===== src/rtl/irq_pkg.sv =====
// Shared constants, state encoding and register layouts for the interrupt controller.
package irq_pkg;

  localparam int unsigned NSRC_DEF = 6;
  localparam int unsigned ID_W     = 3;
  localparam int unsigned DATA_W   = 32;
  localparam int unsigned ADDR_W   = 3;

  localparam logic [ADDR_W-1:0] OFF_PEND = 3'd0;
  localparam logic [ADDR_W-1:0] OFF_MASK = 3'd1;
  localparam logic [ADDR_W-1:0] OFF_MODE = 3'd2;
  localparam logic [ADDR_W-1:0] OFF_CTRL = 3'd3;
  localparam logic [ADDR_W-1:0] OFF_VEC  = 3'd4;
  localparam logic [ADDR_W-1:0] OFF_EOI  = 3'd5;
  localparam logic [ADDR_W-1:0] OFF_STAT = 3'd6;

  typedef enum logic [1:0] {
    ST_IDLE    = 2'd0,
    ST_ASSERT  = 2'd1,
    ST_SERVICE = 2'd2
  } state_e;

  typedef struct packed {
    logic            valid;
    logic [27:0]     rsvd;
    logic [ID_W-1:0] id;
  } vec_t;

  typedef struct packed {
    logic [22:0]     rsvd2;
    logic            err;
    logic [1:0]      rsvd1;
    state_e          state;
    logic            rsvd0;
    logic [ID_W-1:0] isr_id;
  } stat_t;

endpackage


===== src/rtl/irq_prio_enc.sv =====
// Combinational priority encoder; search starts at base when rot is set, else at 0.
module irq_prio_enc
  import irq_pkg::*;
#(
  parameter int unsigned NSRC = NSRC_DEF
) (
  input  logic [NSRC-1:0] req,
  input  logic [ID_W-1:0] base,
  input  logic            rot,
  output logic            valid,
  output logic [ID_W-1:0] id
);

  int unsigned start;
  int unsigned k;

  // Walk from the farthest slot back to the start so the nearest request wins.
  always_comb begin
    valid = 1'b0;
    id    = '0;
    start = rot ? 32'(base) : 32'd0;
    k     = 32'd0;
    for (int unsigned i = 0; i < NSRC; i++) begin
      k = start + (NSRC - 32'd1 - i);
      if (k >= NSRC) k = k - NSRC;
      if (req[k]) begin
        valid = 1'b1;
        id    = ID_W'(k);
      end
    end
  end

endmodule


===== src/rtl/irq_ctrl.sv =====
// Interrupt controller: register file, edge/level capture, winner select and
// the assert/claim/EOI handshake towards the CPU.
module irq_ctrl
  import irq_pkg::*;
#(
  parameter int unsigned NSRC = NSRC_DEF
) (
  input  logic              clk,
  input  logic              rst,
  input  logic [ADDR_W-1:0] addr,
  input  logic              we,
  input  logic [DATA_W-1:0] din,
  output logic [DATA_W-1:0] dout,
  input  logic [NSRC-1:0]   src_irq,
  output logic              irq_out
);

  logic [NSRC-1:0] pend, mask, mode, prev, qual, clr_vec, pend_nxt;
  logic [1:0]      ctrl;
  logic [ID_W-1:0] base, base_nxt, isr_id, win_id;
  logic            err, win_valid;
  state_e          state, state_nxt;

  logic wr_pend, wr_mask, wr_mode, wr_ctrl, wr_stat, claim, eoi, eoi_match;
  logic claim_take, eoi_take, err_set;
  logic unused_din;

  assign wr_pend   = we && (addr == OFF_PEND);
  assign wr_mask   = we && (addr == OFF_MASK);
  assign wr_mode   = we && (addr == OFF_MODE);
  assign wr_ctrl   = we && (addr == OFF_CTRL);
  assign claim     = we && (addr == OFF_VEC);
  assign eoi       = we && (addr == OFF_EOI);
  assign wr_stat   = we && (addr == OFF_STAT);
  assign eoi_match = (din[ID_W-1:0] == isr_id);
  assign unused_din = ^din;

  assign qual = pend & mask & {NSRC{ctrl[0]}};

  irq_prio_enc #(.NSRC(NSRC)) u_prio (
    .req   (qual),
    .base  (base),
    .rot   (ctrl[1]),
    .valid (win_valid),
    .id    (win_id)
  );

  // State register; irq_out tracks the state being entered so it is high exactly in ASSERT.
  always_ff @(posedge clk or posedge rst) begin
    if (rst) begin
      state   <= ST_IDLE;
      irq_out <= 1'b0;
    end else begin
      state   <= state_nxt;
      irq_out <= (state_nxt == ST_ASSERT);
    end
  end

  always_comb begin
    state_nxt = state;
    case (state)
      ST_IDLE:    if (|qual) state_nxt = ST_ASSERT;
      ST_ASSERT: begin
        if (claim && win_valid) state_nxt = ST_SERVICE;
        else if (!(|qual))      state_nxt = ST_IDLE;
      end
      ST_SERVICE: if (eoi && eoi_match) state_nxt = ST_IDLE;
      default:    state_nxt = ST_IDLE;
    endcase
  end

  // Handshake qualifiers and next pending vector; a same-cycle edge set beats any clear.
  always_comb begin
    claim_take = claim && (state == ST_ASSERT) && win_valid;
    eoi_take   = eoi && (state == ST_SERVICE) && eoi_match;
    err_set    = (claim && !claim_take) || (eoi && !eoi_take);
    clr_vec    = '0;
    if (wr_pend)    clr_vec = clr_vec | din[NSRC-1:0];
    if (claim_take) clr_vec = clr_vec | (NSRC'(1) << win_id);
    pend_nxt   = (~mode & src_irq) |
                 (mode & ((src_irq & ~prev) | (pend & ~clr_vec)));
    base_nxt   = ((32'(isr_id) + 32'd1) >= NSRC) ? '0 : ID_W'(isr_id + 1'b1);
  end

  always_ff @(posedge clk or posedge rst) begin
    if (rst) begin
      pend   <= '0;
      mask   <= '0;
      mode   <= '0;
      ctrl   <= '0;
      prev   <= '0;
      base   <= '0;
      isr_id <= '0;
      err    <= 1'b0;
    end else begin
      pend <= pend_nxt;
      prev <= src_irq;
      if (wr_mask)    mask   <= din[NSRC-1:0];
      if (wr_mode)    mode   <= din[NSRC-1:0];
      if (wr_ctrl)    ctrl   <= din[1:0];
      if (claim_take) isr_id <= win_id;
      if (eoi_take)   base   <= base_nxt;
      if (err_set)      err <= 1'b1;
      else if (wr_stat) err <= 1'b0;
    end
  end

  // Read mux; VEC and STAT reads have no side effects.
  always_comb begin
    vec_t  v;
    stat_t s;
    v        = '0;
    v.valid  = win_valid;
    v.id     = win_id;
    s        = '0;
    s.err    = err;
    s.state  = state;
    s.isr_id = isr_id;
    case (addr)
      OFF_PEND: dout = DATA_W'(pend);
      OFF_MASK: dout = DATA_W'(mask);
      OFF_MODE: dout = DATA_W'(mode);
      OFF_CTRL: dout = DATA_W'(ctrl);
      OFF_VEC:  dout = v;
      OFF_STAT: dout = s;
      default:  dout = '0;
    endcase
  end

endmodule


===== config.mk =====
export PLATFORM = sky130hd
export DESIGN_NAME = irq_ctrl
export DESIGN_NICKNAME = d
export VERILOG_FILES = /design/src/rtl/irq_pkg.sv /design/src/rtl/irq_prio_enc.sv /design/src/rtl/irq_ctrl.sv
export SDC_FILE = /design/constraint.sdc
export NUM_CORES = 1
export LEC_CHECK = 0
export CORE_AREA = 2 2 87 89
export DETAILED_ROUTE_END_ITERATION = 12
export DIE_AREA = 0 0 89 91
export GPL_TIMING_DRIVEN = 0
export PLACE_DENSITY = 0.82
export SYNTH_ARGS = -nofsm -noshare
export SYNTH_HDL_FRONTEND = slang
export SYNTH_SLANG_ARGS = --single-unit

===== constraint.sdc =====
create_clock -name clk -period 4.9 [get_ports clk]
set_input_delay 0.735 -clock clk [delete_from_list [all_inputs] [get_ports clk]]
set_output_delay 0.735 -clock clk [all_outputs]
set_load 0.05 [all_outputs]

==> results.ini <==
[cts]
cts_sinks = 36
cts_tree = done
cts_htree_levels = 2
cts_root_buf = clkbuf_8
insertion_delay_ns = 0.30
cts_made_buffers = 5
clock_path_buffers = 2
clk_pin_slew_ns = 0.07

[global_routing]
antenna_found_initial = 0
grt_util_all_layers_pct = 22.9
grt_pass1_wl_mm = 14.8
grt_max_degree = 37
grt_pass1_vias = 3076
gr-total-overflow = 0

[die]
die_height_um = 91
fp.dieArea_um2 = 8100
die_x_um = 89
core_um2 = 7140
rows = 31
num_io_pins = 77
initial_core_util_pct = 46.4

[routing]
drtPass1Iterations = 5
avgViaCountPerCell = 6.01
ant_nets = 0
post-route-drc-count = 0
drt_iter0_drc = 186
wl_mm = 8.98
routedWlPerCell_um = 17.3
vias = 3121

[timing]
holdWs_ns = 0.526
timing.fmax_mhz = 210
drv_slew = 0
worstMarginPinSlew_ns = 1.28
setup-tns-final_ns = 0
min_period_ns = 4.76
relSlewSlack_pct = 13.7
period_share_pct = 97.1
timing.final.hold_violations = 0
final.setup.worst_slack_ns = 0.140
fin_skew_ns = 0.00443
finalSetupViolations = 0
rsz0062_at_grt = yes

[finish]
instances_no_fill = 519
drive_above_1_share_pct = 22.9
finish.utilization_pct = 55.5
finalInstanceArea_um2 = 3960
insertedDiodeCount = 0
num-fill-cells = 658
final_nets = 474
area_growth_pct = 19.5

[logic_synthesis]
ys_seq_area_share_pct = 27.2
syn_area_um2 = 3310
synth_edf_count = 0
ys_seq_elements = 36
synthCells = 363
synth_warnings = 0
async_flop_share_pct = 100
synth_flop_cell = dfrtp_1
synth.distinct_cells = 78
synth_area_per_cell_um2 = 9.12

[min_path]
hold_class = reg2reg

[critical_path]
endpoint_kind = output pin
crit_required_ns = 4.16
criticalPathCategory = reg2out
critPathMaxFanout = 10
cp.arrival_ns = 4.02
start_kind = flop

[run]
max_cap_viol_count = 0

[placement]
place_ws_ns = -0.272
io_buffers = 25
gp_congestion = 0.956
dpl_cell_area_um2 = 3770
place_hpwl_mm = 6.62
numPlacedInstances = 510

[power_and_ir_drop]
p_leak_nw = 1.68
vdd_drop_max_mv = 0.295
power_density_nw_per_um2 = 346
p_total_mw = 1.37

[status]
status = finished clean

## cells in the final DEF, fill, tap and decap left out, types with 9 or more instances in the layout
cell type | synthesis | layout
conb_1 | 1 | 24
clkbuf_1 | 11 | 10
nor2_1 | 16 | 16
o21ai_0 | 15 | 15
clkdlybuf4s50_1 | 0 | 21
dfrtp_1 | 36 | 36
a21oi_1 | 13 | 13
ha_1 | 11 | 10
mux2_2 | 18 | 18
buf_4 | 25 | 26
nand2_1 | 32 | 32
nand3_1 | 9 | 9
## cell families after synthesis
logic type,count (synthesis),synth area share (%)
mux,30,10.8
simple gates,123,21.5
compound gates,103,25.0
buf+inv,53,9.63
other cells,1,0.113
xor+xnor,6,1.59
flops,36,27.2
fa+ha+maj,11,4.16
## report_power, final
group          internal [mW]  switching [mW]  leakage [nW]  total (mW)
sequential             0.354          0.0610         0.433       0.415
clock                  0.180           0.110        0.0645       0.289
combinational          0.265           0.402          1.18       0.667
total                  0.798           0.573          1.68        1.37
## area by class of cell
| class | count | area (um2) | share of cell area, % |
|---|---|---|---|
| Sequential cell | 36 | 901 | 22.8 |
| Multi-Input combinational cell | 297 | 2240 | 56.5 |
| Clock inverter | 1 | 30.0 | 0.759 |
| Tap cell | 99 | 124 | 3.13 |
| Buffer | 41 | 268 | 6.76 |
| Clock buffer | 7 | 96.3 | 2.43 |
| Inverter | 12 | 52.6 | 1.33 |
| Timing Repair Buffer | 26 | 250 | 6.32 |
## cells in the mapped netlist (3+ instances only)
cell type | number | share of area, %
nand2_1 | 32 | 3.6
mux2_2 | 18 | 6.1
dfrtp_1 | 36 | 27
a31oi_1 | 7 | 1.3
o21ai_0 | 15 | 2.3
and3_1 | 4 | 0.76
xor2_1 | 4 | 1.1
nand3b_1 | 5 | 1.1
inv_1 | 8 | 0.91
nand4b_1 | 4 | 1.1
o22ai_1 | 4 | 0.76
a311o_1 | 3 | 0.91
o31ai_1 | 9 | 2.0
nor2b_1 | 6 | 1.1
nor4bb_1 | 3 | 0.91
a32oi_1 | 3 | 0.79
nor4b_1 | 3 | 0.79
mux2i_1 | 8 | 2.4
a21boi_0 | 3 | 0.68
o31a_1 | 3 | 0.79
ha_1 | 11 | 4.2
nand2b_1 | 8 | 1.5
nor2_1 | 16 | 1.8
nor3_1 | 7 | 1.1
buf_2 | 3 | 0.45
nand3_1 | 9 | 1.4
a22oi_1 | 3 | 0.68
buf_4 | 25 | 5.7
o211ai_1 | 3 | 0.68
clkbuf_1 | 11 | 1.2
a21o_1 | 4 | 0.91
a22o_1 | 3 | 0.79
a21oi_1 | 13 | 2.0
o2111a_1 | 3 | 1.0
nor4_1 | 4 | 0.76
## critical path, cell delays in order, from the launching register on
cell and delay (ns):
dfrtp_1 0.46, buf_6 0.18, and2_4 0.17, ha_1 0.42, inv_1 0.14, or3_1 0.41, and2_4 0.17, a2111oi_4 0.35
o21ai_0 0.20, a2111oi_4 0.54, or2_2 0.24, a221o_1 0.16, clkbuf_2 0.28
## worst paths after layout
| check | start | end | slack [ns] | depth (start not counted) |
|---|---|---|---|---|
| max in group asynchronous | rst | state[0] | 3.52 | 2 |
| setup reg to reg | ctrl[1] | pend[5] | 0.91 | 11 |
| setup / recovery | ctrl[1] | dout[0] | 0.14 | 12 |
| hold reg to reg | state[0] | state[1] | 0.53 | 1 |
| min in group asynchronous | rst | prev[3] | 0.88 | 2 |
| hold / removal | state[0] | state[1] | 0.53 | 1 |
## metal layers
layer  vias up  track usage [%]  part of all wire, %
li1       1443                -                    -
met1      1470             29.5                   41
met4         0             7.71                  2.9
met5         -                0                    0
met3        36             4.82                  8.2
met2       172             37.9                   48
## registers in the layout, indices dropped and copies added (netlist names)
name     flops
base         3
prev         6
isr_id       3
err          1
ctrl         2
mode         6
pend         6
state        2
mask         6
irq_out      1
## what timing repair did
| action | in CTS | in global routing |
|---|---|---|
| pin swaps | 0 | 1 |
| endpoints found under the hold margin | 0 | 0 |
| gates resized for setup | 12 | 12 |
| buffers inserted | 0 | 1 |
| setup endpoints to repair | 3 | 4 |
| hold buffers | 0 | 0 |
No activity file was read; power rests on OpenSTA's default activity.
